==> config.mk <==
export PLATFORM = sky130hd
export DESIGN_NAME = sine_gen
export DESIGN_NICKNAME = d
export VERILOG_FILES = /design/src/rtl/sine_gen_pkg.sv /design/src/rtl/sine_qlut.sv /design/src/rtl/sine_gen.sv
export SDC_FILE = /design/constraint.sdc
export NUM_CORES = 1
export LEC_CHECK = 0
export ABC_CLOCK_PERIOD_IN_PS = 3000
export CORE_UTILIZATION = 28
export CTS_BUF_LIST = sky130_fd_sc_hd__clkbuf_16
export DETAILED_ROUTE_END_ITERATION = 12
export PLACE_DENSITY = 0.52
export SLEW_MARGIN = 10
export SYNTH_ARGS = -nofsm -noshare
export SYNTH_HDL_FRONTEND = slang
export SYNTH_SLANG_ARGS = --single-unit
==> constraint.sdc <==
create_clock -name clk -period 3 [get_ports clk]
set_clock_uncertainty 0.05 [all_clocks]
set_input_delay 0.3 -clock clk [delete_from_list [all_inputs] [get_ports clk]]
set_output_delay 0.3 -clock clk [all_outputs]
set_load 0.02 [all_outputs]
==> src/rtl/sine_gen_pkg.sv <==
// Shared constants, quadrant type and quarter-wave table generator for sine_gen.
package sine_gen_pkg;

  localparam int CARRIER_TOP_DEF = 5000;
  localparam int MID             = 2500;
  localparam int SAMPLE_W        = 13;
  localparam int LUT_AW          = 8;
  localparam int LUT_DW          = 12;
  localparam int LUT_DEPTH       = 32'sd1 << LUT_AW;

  typedef enum logic [1:0] {
    QUAD_0 = 2'd0,
    QUAD_1 = 2'd1,
    QUAD_2 = 2'd2,
    QUAD_3 = 2'd3
  } quad_t;

  // pi scaled by 2^30 (hex digits of pi: 3.243F6A88...)
  localparam longint PI_Q30 = 64'sd3373259426;

  // Elaboration-time entry i = round(2500*sin(pi/2*(i+0.5)/256)) via a Q30 Taylor series.
  function automatic logic [LUT_DW-1:0] qlut_entry(input int idx);
    longint x;
    longint x2;
    longint term;
    longint acc;
    x    = (PI_Q30 * longint'(32'sd2 * idx + 32'sd1)) / 64'sd1024;
    x2   = (x * x) >>> 6'd30;
    term = x;
    acc  = x;
    for (int k = 1; k <= 8; k++) begin
      term = ((term * x2) >>> 6'd30) / longint'(32'sd4 * k * k + 32'sd2 * k);
      if ((k % 32'sd2) == 32'sd1) begin
        acc = acc - term;
      end else begin
        acc = acc + term;
      end
    end
    return LUT_DW'((acc * 64'sd2500 + 64'sd536870912) >>> 6'd30);
  endfunction

endpackage

==> src/rtl/sine_qlut.sv <==
// Quarter-wave sine ROM (256 x 12) with a registered read port.
module sine_qlut
  import sine_gen_pkg::*;
(
  input  logic              clk,
  input  logic [LUT_AW-1:0] addr,
  output logic [LUT_DW-1:0] data
);

  logic [LUT_DW-1:0] rom_s [LUT_DEPTH];

  for (genvar g = 0; g < LUT_DEPTH; g++) begin : g_rom
    localparam logic [LUT_DW-1:0] ENTRY = qlut_entry(g);
    assign rom_s[g] = ENTRY;
  end

  // registered ROM read
  always_ff @(posedge clk) begin
    data <= rom_s[addr];
  end

endmodule

==> src/rtl/sine_gen.sv <==
// Sine sample generator for a PWM stage: phase accumulator, quarter-wave LUT, clamp.
// Optional amplitude scaling stage is enabled by defining SINE_GEN_AMP_EN.
module sine_gen
  import sine_gen_pkg::*;
#(
  parameter int CARRIER_TOP = CARRIER_TOP_DEF,
  parameter int PHASE_W     = 24
) (
  input  logic                clk,
  input  logic                rst,
  input  logic                en,
  input  logic [PHASE_W-1:0]  phase_inc,
`ifdef SINE_GEN_AMP_EN
  input  logic [7:0]          amp,
`endif
  output logic [SAMPLE_W-1:0] Sine_out,
  output logic                sample_valid
);

  localparam int                  CNT_W   = $clog2(CARRIER_TOP + 1);
  localparam logic [CNT_W-1:0]    CNT_TOP = CNT_W'(CARRIER_TOP);
  localparam logic [SAMPLE_W-1:0] MID_S   = SAMPLE_W'(MID);

  logic [CNT_W-1:0]    cnt_r;
  logic                tick_s;
  logic [PHASE_W-1:0]  acc_r;
  logic [9:0]          phase_idx_s;
  quad_t               quad_s;
  logic [LUT_AW-1:0]   addr_s;

  logic                s1_valid_r;
  logic                s1_mid_r;
  quad_t               s1_quad_r;
  logic [LUT_AW-1:0]   s1_addr_r;

  logic                s2_valid_r;
  logic                s2_mid_r;
  quad_t               s2_quad_r;
  logic [LUT_DW-1:0]   lut_data_s;

  logic                fin_valid_s;
  logic                fin_mid_s;
  quad_t               fin_quad_s;
  logic [LUT_DW-1:0]   fin_mag_s;
  int                  sum_s;
  logic [SAMPLE_W-1:0] next_out_s;

  // carrier counter, wraps after CARRIER_TOP
  always_ff @(posedge clk) begin
    if (rst) begin
      cnt_r <= '0;
    end else if (tick_s) begin
      cnt_r <= '0;
    end else begin
      cnt_r <= cnt_r + 1'b1;
    end
  end

  assign tick_s = (cnt_r == CNT_TOP);

  // quadrant decode and mirrored LUT address
  always_comb begin
    phase_idx_s = acc_r[PHASE_W-1 -: 10];
    quad_s      = quad_t'(phase_idx_s[9:8]);
    case (quad_s)
      QUAD_0, QUAD_2: addr_s = phase_idx_s[7:0];
      QUAD_1, QUAD_3: addr_s = ~phase_idx_s[7:0];
      default:        addr_s = phase_idx_s[7:0];
    endcase
  end

`ifdef SINE_GEN_AMP_EN
  logic [7:0] s1_amp_r;
  logic [7:0] s2_amp_r;
`endif

  // stage 1: phase accumulator and tick-time capture of quadrant/address
  always_ff @(posedge clk) begin
    if (rst) begin
      acc_r      <= '0;
      s1_valid_r <= 1'b0;
      s1_mid_r   <= 1'b0;
      s1_quad_r  <= QUAD_0;
      s1_addr_r  <= '0;
`ifdef SINE_GEN_AMP_EN
      s1_amp_r   <= 8'd0;
`endif
    end else begin
      s1_valid_r <= tick_s;
      if (tick_s) begin
        s1_mid_r  <= ~en;
        s1_quad_r <= quad_s;
        s1_addr_r <= addr_s;
`ifdef SINE_GEN_AMP_EN
        s1_amp_r  <= amp;
`endif
        if (en) begin
          acc_r <= acc_r + phase_inc;
        end
      end
    end
  end

  sine_qlut u_qlut (
    .clk  (clk),
    .addr (s1_addr_r),
    .data (lut_data_s)
  );

  // stage 2: side-band travels alongside the ROM read
  always_ff @(posedge clk) begin
    if (rst) begin
      s2_valid_r <= 1'b0;
      s2_mid_r   <= 1'b0;
      s2_quad_r  <= QUAD_0;
`ifdef SINE_GEN_AMP_EN
      s2_amp_r   <= 8'd0;
`endif
    end else begin
      s2_valid_r <= s1_valid_r;
      s2_mid_r   <= s1_mid_r;
      s2_quad_r  <= s1_quad_r;
`ifdef SINE_GEN_AMP_EN
      s2_amp_r   <= s1_amp_r;
`endif
    end
  end

`ifdef SINE_GEN_AMP_EN
  logic              s3_valid_r;
  logic              s3_mid_r;
  quad_t             s3_quad_r;
  logic [LUT_DW-1:0] s3_mag_r;
  logic [19:0]       prod_s;

  assign prod_s = lut_data_s * s2_amp_r;

  // stage 3: amplitude scaling, amp/256
  always_ff @(posedge clk) begin
    if (rst) begin
      s3_valid_r <= 1'b0;
      s3_mid_r   <= 1'b0;
      s3_quad_r  <= QUAD_0;
      s3_mag_r   <= '0;
    end else begin
      s3_valid_r <= s2_valid_r;
      s3_mid_r   <= s2_mid_r;
      s3_quad_r  <= s2_quad_r;
      s3_mag_r   <= prod_s[19:8];
    end
  end

  assign fin_valid_s = s3_valid_r;
  assign fin_mid_s   = s3_mid_r;
  assign fin_quad_s  = s3_quad_r;
  assign fin_mag_s   = s3_mag_r;
`else
  assign fin_valid_s = s2_valid_r;
  assign fin_mid_s   = s2_mid_r;
  assign fin_quad_s  = s2_quad_r;
  assign fin_mag_s   = lut_data_s;
`endif

  // signed reconstruction around the midpoint, clamped to the carrier range
  always_comb begin
    if (fin_mid_s) begin
      sum_s = MID;
    end else if ((fin_quad_s == QUAD_0) || (fin_quad_s == QUAD_1)) begin
      sum_s = MID + int'(fin_mag_s);
    end else begin
      sum_s = MID - int'(fin_mag_s);
    end
    if (sum_s < 32'sd0) begin
      next_out_s = '0;
    end else if (sum_s > CARRIER_TOP) begin
      next_out_s = SAMPLE_W'(CARRIER_TOP);
    end else begin
      next_out_s = SAMPLE_W'(sum_s);
    end
  end

  // output register and one-clock valid pulse
  always_ff @(posedge clk) begin
    if (rst) begin
      Sine_out     <= MID_S;
      sample_valid <= 1'b0;
    end else begin
      sample_valid <= fin_valid_s;
      if (fin_valid_s) begin
        Sine_out <= next_out_s;
      end
    end
  end

endmodule

==> results by group, run 1 <==
Global routing
  – Vias in the first global route: 7172
  – Initial antenna violation count: 0
  – Largest net degree at the start of global routing: 76
  – Grt ovf: 0
  – GRT Total Usage: 0.179
  – Global-route wire length before repair: 38300 µm

Finish
  – FF+latch area: 1550 µm²
  – Share of post-route cells with drive strength above 1: 0.0890
  – Nets@finish: 1130
  – Post-route cell area: 8490 µm²
  – # fillers: 2717
  – P&R area growth vs syn: 15.7%
  – Antenna diode count: 0
  – Area occupied by multi-input gates: 5290 µm²

Placement
  – Dpl hpwl: 17600 µm
  – Port Buffer Count: 40
  – Gpl congestion: 0.971
  – Area after DPL: 8210 µm²
  – Post-Place Worst Slack: 51.5 ps

Power
  – Switch Pwr: 490 µW
  – Switch share: 0.222
  – Overall power: 2210 µW
  – Flop pwr share: 0.466
  – Worst vdd ir: 0.205 mV
  – Leakage: 0.00315 µW
  – Pwr Density: 260 nW/µm²
  – Clock share of power: 0.478
  – Combinational Power Share: 0.056
  – Internal: 1720 µW

Drt
  – Detailed Route WL: 23800 µm
  – Iter 0 DRT Violations: 763
  – Total number of vias: 7803
  – Wire per inst: 17.2 µm
  – Routed Antenna Nets: 0
  – DRC: 0
  – Pre-antenna DRT Iters: 5
  – Vias per cell: 5.63

Yosys
  – Asr flop ratio synth: 0
  – Post-synthesis sequential area ratio: 0.210
  – EDFF count, synth: 0
  – Synthesis-stage register bit count: 77
  – Synth Net Count: 1116
  – Syn Area/Cell: 7.07 µm²
  – Cell Area, Synth: 7340 µm²
  – Ys flop type: dfxtp_1
  – Yosys warns: 0
  – Syn Inst Count: 1038
  – Yosys cell types: 75

Timing
  – Max_slew headroom: 0.378
  – Setup TNS: 0 ps
  – RSZ-0062 raised after global routing: no
  – Worst Slack Setup Final: 346 ps
  – Crit share post-route: 0.885
  – Final Hold Viols: 0
  – Worst-Margin Slew: 931 ps
  – Fin crit period: 2650 ps
  – Final Max Slew Viols: 0
  – FMAX: 377 MHz
  – Setup violations, final: 0

Min path
  – Hold Path Depth: 2
  – Worst min path class: in -> reg

Critical path
  – Startpoint Class: register
  – Worst Path Required: 3150 ps
  – CP max stage delay: 510 ps
  – Most numerous cell on the critical path: nor2_1
  – FF-to-FF path depth: 10
  – Crit path cell chain: inv_1 -> buf_4 -> ha_1 -> o21ai_0 -> nor2_1 -> a31oi_1 -> nor2_1 -> a311oi_1 -> a211oi_1 -> mux4_2
  – CP max FO: 11
  – CP endpoint kind: register
  – Slowest cell on crit path: mux4_2
  – Crit path DAT: 2800 ps
  – Crit path kind: reg -> reg

Clock tree
  – Worst skew pair latency: 340 ps
  – Post-CTS setup repair buffer count: 0
  – Post-cts sizing count: 0
  – CTS tree: yes
  – Max clock buf depth: 2
  – H-tree Lvls: 3
  – Sink Count: 77
  – Hold Buf Count CTS: 0
  – Clk slew on worst S/H paths: 60 ps
  – Num CTS Buffers: 9
  – CTS root buf: clkbuf_16

Run status
  – Status: finished, final reports clean

Floorplan
  – Initial Util: 0.288
  – Rows: 58
  – Core footprint: 25500 µm²
  – # IOs: 41
  – Die height: 164 µm
  – DIE WIDTH: 164 µm
  – Die area: 26900 µm²

Run
  – MaxCap Viol Count: 0
-- registers in the layout (all words and copies together) (netlist names) --
register,cells
Sine_out,13
s1_quad_r,1
acc_r,24
sample_valid,1
s1_valid_r,1
fin_quad_s,1
s1_addr_r,8
fin_valid_s,1
u_qlut.data,12
cnt_r,13
fin_mid_s,1
s1_mid_r,1
-- layer usage --
layer	share of wire	global-route usage	vias to the layer above
met2	0.44	0.272	318
met3	0.067	0.0290	41
met4	0.020	0.0665	0
li1	-	-	3808
met5	0	0	-
met1	0.47	0.252	3636
-- through the flow --
step	std cells	hold slack, ps	util
CTS	1386	357	0.333
floorplan	1038	364	-
global route	1386	382	0.333
global placement	1371	372	0.322
detailed placement	1371	375	0.322
finish	1386	370	0.333
-- worst paths after layout --
check,startpoint,end,slack [ps]
setup / recovery,s1_addr_r[1],u_qlut.data[0],350
hold / removal,rst,Sine_out[12],370
setup reg to reg,s1_addr_r[1],u_qlut.data[0],350
hold reg to reg,s1_valid_r,fin_valid_s,380
-- worst max-delay path: cells and delay by family, from the launching register on --
kind	cells	cell delay, ps
compound gates	4	800
mux	1	510
flops	1	410
fa+ha+maj	1	320
buf+inv	2	270
simple gates	2	160
-- cell families (layout without fill, tap and decap cells) --
group | Yosys count | after routing | synth area share
fa+ha+maj | 51 | 51 | 0.0880
compound gates | 354 | 354 | 0.318
simple gates | 377 | 377 | 0.241
buf+inv | 123 | 141 | 0.0685
xor+xnor | 43 | 43 | 0.0513
mux | 13 | 13 | 0.0232
flops | 77 | 77 | 0.210
-- cell usage after synthesis, types with 6 or more instances --
cell type  instances  share of area
ha_1              50          0.085
o31ai_1           11          0.011
xor2_1            15          0.018
a21o_1            20          0.020
inv_1             30          0.015
nor3b_1            9         0.0092
a311oi_1           8         0.0095
o221ai_1           7         0.0084
nor3_1            23          0.016
o21ai_0           72          0.049
clkbuf_1          50          0.026
mux2i_1            8          0.011
nor2_1           102          0.052
a211oi_1          34          0.035
buf_2             30          0.020
nand2b_1           9         0.0077
xnor2_1           28          0.033
a21oi_1           90          0.061
o21a_1             7         0.0072
dfxtp_1           77           0.21
nand3_1           43          0.029
nand2_1          128          0.065
a31oi_1           14          0.012
o211ai_1          23          0.024
buf_1              9         0.0046
o32ai_1            6         0.0072
nor2b_1           16          0.014
nand3b_1           7         0.0072
-- final cells by class --
class | instances | share of cell area
multi-input cells | 838 | 0.624
flip-flops and latches | 77 | 0.182
repair buffers | 93 | 0.0979
well taps | 330 | 0.0486
clock buffers | 9 | 0.0265
inverters | 33 | 0.0146
clock inverters | 6 | 0.00663
-- power groups by stage --
stage                     Clock (µW)  Sequential [µW]  Combinational [µW]
final                           1060             1030                 124
after CTS                       1100             1030                 124
after global routing            1130             1030                 136
after detailed placement           0             1050                 123
after floorplan                    0             1050                69.2
after global placement             0             1050                 124
-- placed cells by master (no fill, tap or decap), types with 11 or more instances in the layout --
| cell | count |
|---|---|
| a211oi_1 | 34 |
| a21o_1 | 20 |
| a21oi_1 | 90 |
| a31oi_1 | 14 |
| buf_4 | 50 |
| clkdlybuf4s50_1 | 39 |
| dfxtp_1 | 73 |
| ha_1 | 50 |
| inv_1 | 31 |
| nand2_1 | 128 |
| nand3_1 | 43 |
| nor2_1 | 102 |
| nor2b_1 | 16 |
| nor3_1 | 23 |
| o211ai_1 | 23 |
| o21ai_0 | 72 |
| o31ai_1 | 11 |
| xnor2_1 | 28 |
| xor2_1 | 15 |
No activity file was read; power rests on OpenSTA's default activity.
==> run 2: changes to the inputs <==
--- a/config.mk
+++ b/config.mk
@@ -6,6 +6,7 @@
 export NUM_CORES = 1
 export LEC_CHECK = 0
 export ABC_CLOCK_PERIOD_IN_PS = 3000
+export CAP_MARGIN = 20
 export CORE_UTILIZATION = 28
 export CTS_BUF_LIST = sky130_fd_sc_hd__clkbuf_16
 export DETAILED_ROUTE_END_ITERATION = 12
==> results of run 2 <==
No change in the layout: final DEF, timing and power equal those of run 1.
==> run 3: changes to the inputs <==
--- a/config.mk
+++ b/config.mk
@@ -7,10 +7,10 @@
 export LEC_CHECK = 0
 export ABC_CLOCK_PERIOD_IN_PS = 3000
 export CAP_MARGIN = 20
-export CORE_UTILIZATION = 28
+export CORE_UTILIZATION = 56
 export CTS_BUF_LIST = sky130_fd_sc_hd__clkbuf_16
 export DETAILED_ROUTE_END_ITERATION = 12
-export PLACE_DENSITY = 0.52
+export PLACE_DENSITY = 0.85
 export SLEW_MARGIN = 10
 export SYNTH_ARGS = -nofsm -noshare
 export SYNTH_HDL_FRONTEND = slang
==> results by group, run 3 (synthesis results as in run 1) <==
Timing
  – Fin crit period: 2790 ps
  – Worst-Margin Slew: 984 ps
  – Setup violations, final: 0
  – Final Hold Viols: 0
  – FMAX: 358 MHz
  – Hold slack: 386 ps
  – Max_slew headroom: 0.343
  – Setup TNS: 0 ps
  – Crit share post-route: 0.932
  – Final Max Slew Viols: 0
  – RSZ-0062 raised after global routing: no

Clock tree
  – Num CTS Buffers: 9
  – CTS tree: yes
  – Worst skew pair latency: 340 ps
  – Post-CTS setup repair buffer count: 0
  – Hold Buf Count CTS: 0
  – Clk slew on worst S/H paths: 60 ps
  – CTS root buf: clkbuf_16
  – H-tree Lvls: 3
  – Sink Count: 77
  – Post-cts sizing count: 0
  – Max clock buf depth: 2

Finish
  – Biggest register: acc_r
  – Nets@finish: 1120
  – Most frequent cells in the layout: nand2_1, nor2_1, a21oi_1
  – FF+latch area: 1550 µm²
  – Share of post-route cells with drive strength above 1: 0.0793
  – # fillers: 1162
  – Commonest non-fill, non-tap cell in the layout: nand2_1
  – P&R area growth vs syn: 11.5%
  – Antenna diode count: 0
  – Area occupied by multi-input gates: 5290 µm²
  – Top flop regs: acc_r (24), Sine_out (13), cnt_r (13)
  – Max reg flops: 24

Drt
  – Routed Antenna Nets: 0
  – DRC: 0
  – Pre-antenna DRT Iters: 6
  – Wire per inst: 18.1 µm
  – Total number of vias: 8020
  – Iter 0 DRT Violations: 964
  – Vias per cell: 6.58
  – Detailed Route WL: 22000 µm

Floorplan
  – DIE WIDTH: 116 µm
  – Die height: 116 µm
  – Die area: 13600 µm²
  – # IOs: 41
  – Rows: 41
  – Core footprint: 12700 µm²
  – Initial Util: 0.577

Power
  – Pwr Density: 259 nW/µm²
  – Leakage: 0.00308 µW
  – Worst vdd ir: 0.293 mV

Global routing
  – Global-route wire length before repair: 35700 µm
  – Gr busiest metal: met2
  – Met2 Use GR: 0.529
  – Largest net degree at the start of global routing: 37
  – Vias in the first global route: 7208
  – GR Util met3: 0.0893
  – GRT Total Usage: 0.337
  – Initial antenna violation count: 0
  – GR met1 Demand/Resource: 0.421
  – Grt ovf: 0

Placement
  – Port Buffer Count: 40
  – Gpl congestion: 1.03
  – Dpl hpwl: 15700 µm

Critical path
  – CP endpoint kind: register
  – FF-to-FF path depth: 8
  – Reg2Reg Setup Slack: 210 ps
  – Critical R2R Launch: s1_addr_r[1]
  – Slowest cell on crit path: o31ai_1
  – CP max FO: 9
  – RR Endpoint: u_qlut.data[2]
  – Startpoint Class: register
  – Crit path kind: reg -> reg
  – Crit path cell chain: inv_1 -> ha_1 -> nor2_1 -> a21o_1 -> mux4_2 -> nor2b_1 -> o31ai_1 -> o31ai_1
  – Worst Path Required: 3120 ps
  – Most numerous cell on the critical path: o31ai_1
  – CP max stage delay: 600 ps
  – Crit path DAT: 2910 ps

Min path
  – Worst min path class: reg -> reg
  – Hold EP: fin_valid_s
  – Hold Path Origin: s1_valid_r
  – Hold Path Depth: 1

Run status
  – Status: finished, final reports clean

Run
  – MaxCap Viol Count: 0
==> run 3: cell count changes in the layout (fill, tap and decap cells not counted), sizes merged <==
cell	before	now
buf	54	44
bufinv	1	0
clkinv	5	8
clkinvlp	1	0
inv	32	31
==> run 3: stage by stage <==
step	cells	power, µW	area, µm²	setup WS [ps]	util
after floorplan	1038	1120	7340	211	-
after detailed placement	1203	1170	7920	5.63	0.623
final	1218	2120	8180	205	0.643
after global placement	1203	1170	7920	63.1	0.623
after CTS	1218	2130	8180	313	0.643
after global routing	1218	2190	8180	24.0	0.643
==> run 3: critical path, delay by kind of cell (launching register included) <==
family / cells / cell delay (ps)
AO/OA/AOI/OAI: 3 / 850
adder cells (fa/ha/maj): 1 / 510
multiplexers: 1 / 470
flip-flops: 1 / 380
AND/OR/NAND/NOR: 2 / 270
buffers and inverters: 1 / 80
==> run 3: layer usage <==
layer,wire length [µm],part of all wire
met1,8660,0.39
met2,9870,0.45
met3,2470,0.11
met4,1000,0.046
met5,0,0
==> run 3: final cells by class <==
class,count,area share
Inverter,33,0.0151
Multi-Input combinational cell,838,0.647
Timing Repair Buffer,83,0.0909
Sequential cell,77,0.189
Tap cell,172,0.0263
Clock inverter,6,0.00382
Clock buffer,9,0.0275
==> run 3: how the worst max path moves through the flow <==
stage | start | endpoint | slack [ps]
2_1_floorplan | s1_addr_r[0] | u_qlut.data[0] | 210
3_3_place_gp | phase_inc[0] | acc_r[18] | 60
3_5_place_dp | phase_inc[0] | acc_r[18] | 6
4_1_cts | phase_inc[0] | acc_r[18] | 310
5_1_grt | phase_inc[0] | acc_r[18] | 20
6_report | s1_addr_r[1] | u_qlut.data[2] | 210
==> run 3: report_power, final <==
| group | switching (µW) | internal (µW) |
|---|---|---|
| Combinational | 61.2 | 60.9 |
| Sequential | 3.66 | 1030 |
| Clock | 422 | 546 |
| Total | 487 | 1630 |
